[src/rtl/iob_ibus_dbus_merge.sv]
// rtl/iob_ibus_dbus_merge.sv - merges CPU ibus (m0) and dbus (m1) onto one memory bus (s)
// Optional macro IOB_MERGE_RR_EN selects round-robin arbitration instead of m1-first priority.
module iob_ibus_dbus_merge #(
  parameter int ADDR_W = 32,
  parameter int DATA_W = 32
) (
  input  logic                clk,
  input  logic                rst,
  input  logic                m0_valid,
  input  logic [ADDR_W-1:0]   m0_addr,
  input  logic [DATA_W-1:0]   m0_wdata,
  input  logic [DATA_W/8-1:0] m0_wstrb,
  output logic [DATA_W-1:0]   m0_rdata,
  output logic                m0_ready,
  input  logic                m1_valid,
  input  logic [ADDR_W-1:0]   m1_addr,
  input  logic [DATA_W-1:0]   m1_wdata,
  input  logic [DATA_W/8-1:0] m1_wstrb,
  output logic [DATA_W-1:0]   m1_rdata,
  output logic                m1_ready,
  output logic                s_valid,
  output logic [ADDR_W-1:0]   s_addr,
  output logic [DATA_W-1:0]   s_wdata,
  output logic [DATA_W/8-1:0] s_wstrb,
  input  logic [DATA_W-1:0]   s_rdata,
  input  logic                s_ready
);

  typedef enum logic {IDLE, BUSY} state_t;

  state_t state, state_nxt;
  logic   gnt, last, winner, any_req;

  assign any_req = m0_valid || m1_valid;

  always_comb begin
    state_nxt = state;
    winner    = 1'b0;
`ifdef IOB_MERGE_RR_EN
    if (m0_valid && m1_valid) winner = ~last;
    else                      winner = m1_valid;
`else
    winner = m1_valid;
`endif
    case (state)
      IDLE:    if (any_req) state_nxt = BUSY;
      BUSY:    if (s_ready) state_nxt = IDLE;
      default: state_nxt = IDLE;
    endcase
  end

`ifndef IOB_MERGE_RR_EN
  logic unused_last;
  assign unused_last = last;
`endif

  always_ff @(posedge clk) begin
    if (rst) begin
      state   <= IDLE;
      gnt     <= 1'b0;
      last    <= 1'b1;
      s_addr  <= '0;
      s_wdata <= '0;
      s_wstrb <= '0;
    end else begin
      state <= state_nxt;
      // Request is frozen here; master inputs are ignored for the rest of the transaction.
      if (state == IDLE && any_req) begin
        gnt     <= winner;
        last    <= winner;
        s_addr  <= winner ? m1_addr  : m0_addr;
        s_wdata <= winner ? m1_wdata : m0_wdata;
        s_wstrb <= winner ? m1_wstrb : m0_wstrb;
      end
    end
  end

  assign s_valid = (state == BUSY);

  // Gating with rst drops a response that lands in the same cycle as reset.
  assign m0_ready = !rst && s_valid && !gnt && s_ready;
  assign m1_ready = !rst && s_valid &&  gnt && s_ready;
  assign m0_rdata = s_rdata;
  assign m1_rdata = s_rdata;

endmodule

[config.mk]
export PLATFORM = sky130hd
export DESIGN_NAME = iob_ibus_dbus_merge
export DESIGN_NICKNAME = d
export VERILOG_FILES = /design/src/rtl/iob_ibus_dbus_merge.sv
export SDC_FILE = /design/constraint.sdc
export NUM_CORES = 1
export LEC_CHECK = 0
export ABC_AREA = 0
export CAP_MARGIN = 20
export CORE_AREA = 2 2 119 121
export DETAILED_ROUTE_END_ITERATION = 12
export DIE_AREA = 0 0 121 123
export GPL_TIMING_DRIVEN = 0
export PLACE_DENSITY = 0.76
export RECOVER_POWER = 50
export REMOVE_ABC_BUFFERS = 1
export SYNTH_ARGS = -nofsm -noshare
export SYNTH_HDL_FRONTEND = slang
export SYNTH_SLANG_ARGS = --single-unit
[constraint.sdc]
create_clock -name clk -period 2 [get_ports clk]
set_clock_uncertainty 0.1 [all_clocks]
set_input_delay 0.2 -clock clk [delete_from_list [all_inputs] [get_ports clk]]
set_output_delay 0.2 -clock clk [all_outputs]
set_load 0.03 [all_outputs]
# == After elaboration in Yosys (flattened, before gate mapping) ==
# Index checks and enable logic that the tools add are counted.
# totals
ff_bits,70
latchBits,0
mem_bits_rw,0
mem_bits_ro,0
input_bits,173
output_inout_bits,135
word_cells,21
memories,0
# classes
addsub,0
n_mul,0
div,0
n_lt_le_gt_ge,0
n_eq_ne,0
n_shift,0
mux,6
bitwise_logic,1
reduce_logical,9
# op_table
cell,n
2-to-1 mux 32 bit,2
logical AND 1 bit,6
2-to-1 mux 4 bit,1
zero test 1 bit,2
2-to-1 mux 1 bit,2
case mux 1 bit (2 select lines),1
logical OR 1 bit,1
inverter 1 bit,1

# == Longest topological paths before layout ==
# depth
ltp_word,4
depth_mapped,6
ltp_nobuf,3

# == Least setup slack after synthesis ==
# OpenSTA, ideal clock, no wires.
# synth_path
path_type,register -> output
startpoint,reg state (netlist: s_valid)
endpoint,out m1_ready
arrival_time_ps,1413
required_ps,1700
slack_ps,287
path_stages_with_launch,3
n_path_buf,0
path_cell_list,dfxtp_1 > nand2_1 > nor3b_1
# synth_via
elab_chain_cells,3
# synth_lines
element,line,source
"start, declared",31,"state_t state, state_nxt;"
"start signal, assigned",66,state <= state_nxt;
logical AND 1 bit (3 in a row),82,assign m1_ready = !rst && s_valid && gnt && s_ready;
"end, declared",20,"output logic m1_ready,"
# Every way passes these cells.

# == Worst setup path after layout ==
# Same ends and word-level chain as after synthesis.

==> impl_metrics.ini <==
[sta]
tightest_slew_ns = 0.5657
finalCritPeriodShare_pct = 93.25
rsz0062_at_grt = no
setup-tns-final_ns = 0
setup_violations = 0
final.min_clock_period_ns = 1.865
max_freq_mhz = 536.2
hold_viol_final = 0
slew-limit-headroom_pct = 62.29
slew_viol_final = 0

[clocking]
cts_buffers = 9
cts_tree = yes
cts_setup_buffers = 0
clock_latency_ns = 0.32
clk_path_buf_depth = 2
clkSinkCount = 70
ctsHtreeMaxLevel = 3
cts_root_buf = clkbuf_16
clkTransAtPathRegs_ns = 0.06

[critical_path]
cp.arrival_ns = 1.56
cp_num_buf_inv = 1
crit_path_top_delay_cell = dfxtp_1
startpoint_type = register
crit_type = register to primary output
endpoint_kind = primary output
worstPathCellList = nand2_1 -> nor3b_1 -> clkdlybuf4s15_1
crit_fanout = 8
critPathMaxStageDelay_ns = 0.49
path_delay_family = flip-flops
worstPathRequired_ns = 1.70

[final_layout]
multi_input_area_um2 = 1678
seq_area_um2 = 1401
drive_gt1_share_pct = 10.85
fillCellCount = 1293
insertedDiodeCount = 0
finalNonFillerCells = 696
area_delta_synth_final_pct = 54.98
final_nets = 684

[power_and_ir_drop]
totalPowerFinal_mw = 4.634
ir_worst_vdd_mv = 0.4508
p_comb_share_pct = 28.4
internal-power_mw = 3.309
clkPwrFrac_pct = 36.9
p_sw_mw = 1.325
pwr-share-seq_pct = 34.7
p_per_area_nw_per_um2 = 793.9
p_sw_share_pct = 28.60
p_leak_nw = 2.308

[logic_synthesis]
synthAdderAreaFrac_pct = 0
synth_compound_area_share_pct = 19.60
yosys_warnings = 0
syn_area_um2 = 3766
ys_ff_latch = 70
synth-simple-area-share_pct = 7.508
ys_types = 18
synth_cells = 379
synth_xor_area_share_pct = 0
synth_top_family_by_area = compound AO/OA/AOI/OAI gates
syn_avg_cell_area_um2 = 9.937
synth.area.mux_share_pct = 18.07
synth-seq-area-share_pct = 37.21

[route]
drt_iter0_markers = 77
ant_nets = 0
wire_per_inst_um = 19.81
wl_um = 13790
drc = 0
vias = 3214
via_per_inst = 4.618
firstDrtPassIters = 4

[global_route]
grt_pass1_wl_um = 19330
grt-ovfl-total = 0
globalRouteTotalUtil_pct = 17.81
grt_max_degree = 53
antenna_found_initial = 0
first_global_vias = 3229

[floorplan]
dieHeight_um = 123
die_area_um2 = 14880
core_um2 = 13610
die_w_um = 121
initial_core_util_pct = 27.67
rows = 43
pin_count = 308

[hold_path]
hp-class = primary input to register

[status]
status = complete, no violations

[place]
place_hpwl_um = 11110
dp.cells = 679
port_buffers = 211
place_congestion = 0.8610

[flow_run]
drv_cap = 0
-- sequential cells by signal (all words and copies together) (netlist names) --
name	cells
gnt	1
s_addr	32
s_valid	1
s_wdata	32
s_wstrb	4
-- Yosys cell counts --
master | instances | area, um2
dfxtp_1 | 70 | 1401
mux2i_1 | 68 | 680.7
nor2_1 | 68 | 255.2
buf_4 | 65 | 488.0
a211oi_2 | 40 | 500.5
a211oi_1 | 29 | 217.7
buf_2 | 17 | 85.08
clkbuf_1 | 7 | 26.28
buf_6 | 5 | 56.30
nor3_1 | 2 | 10.01
a21oi_1 | 1 | 5.000
buf_1 | 1 | 3.750
inv_1 | 1 | 3.750
nand2_1 | 1 | 3.750
nand2b_1 | 1 | 6.260
nor3b_1 | 1 | 7.510
o21ai_0 | 1 | 5.000
o21ba_1 | 1 | 10.01
-- final timing paths --
kind	startpoint	endpoint	slack [ns]	cells past startpoint
worst max register to register	s_valid	s_wdata[1]	0.34	4
worst min register to register	s_wstrb[3]	s_wstrb[3]	0.40	2
worst min-delay path	rst	s_addr[6]	0.24	2
worst max-delay path	s_valid	m1_ready	0.14	3
-- through the flow --
stage / instance area, um2 / hold WS, ns / util (%) / setup slack (ns)
2_1_floorplan: 3107 / 0.1646 / - / -2.066
3_3_place_gp: 5444 / 0.3003 / 39.99 / -6.083
3_5_place_dp: 5540 / 0.3003 / 40.70 / -0.4804
4_1_cts: 5872 / 0.2328 / 43.14 / 0.06892
5_1_grt: 5837 / 0.2609 / 42.88 / 0.006866
6_report: 5837 / 0.2392 / 42.88 / 0.1350
-- layout by cell type, fill, tap and decap left out, types with 9 or more instances in the layout --
cell type	synthesis	routed
dlygate4sd3_1	0	17
nor2_1	68	68
dfxtp_1	70	70
clkdlybuf4s50_1	0	190
clkbuf_16	0	9
a211oi_2	40	32
mux2i_1	68	68
a211oi_1	29	37
-- layout make-up --
cell class              count  share of cell area (%)
well taps                 180                   3.859
clock inverters             6                   1.458
clock buffers              10                   4.094
multi-input cells         214                   28.75
repair buffers            215                   37.77
flip-flops and latches     70                   24.01
inverters                   1                 0.06431
-- worst register-to-register path: stages (launching register included) --
cell      delay [ns]
dfxtp_1         0.39
o21ba_4         0.48
buf_12          0.28
nor2_1          0.10
a211oi_1        0.21
-- routing by layer --
layer | global-route usage [%] | part of all wire, % | vias up
li1 | - | - | 1533
met1 | 16.75 | 33 | 1442
met2 | 28.02 | 45 | 216
met3 | 15.50 | 20 | 21
met4 | 5.887 | 1.4 | 2
met5 | 4.167 | 0.52 | -
-- power groups by stage --
| stage | logic, mW | clock network [mW] | registers (mW) |
|---|---|---|---|
| detailed placement | 1.35 | 0 | 1.64 |
| floorplan | 0.382 | 0 | 1.91 |
| finish | 1.32 | 1.71 | 1.61 |
| CTS | 1.36 | 1.77 | 1.61 |
| global placement | 1.37 | 0 | 1.63 |
| global route | 1.40 | 1.83 | 1.63 |
-- repair_timing --
action | CTS | global route
hold buffers | 0 | 0
setup endpoints to repair | 50 | 7
gates cloned | 1 | 0
pin swaps | 1 | 0
gates resized for setup | 2 | 2
-- cells by family after synthesis --
| kind of cell | Yosys count |
|---|---|
| compound gates | 72 |
| buf+inv | 96 |
| flops | 70 |
| mux | 68 |
| simple gates | 73 |
(Power assumes the default switching activity.)
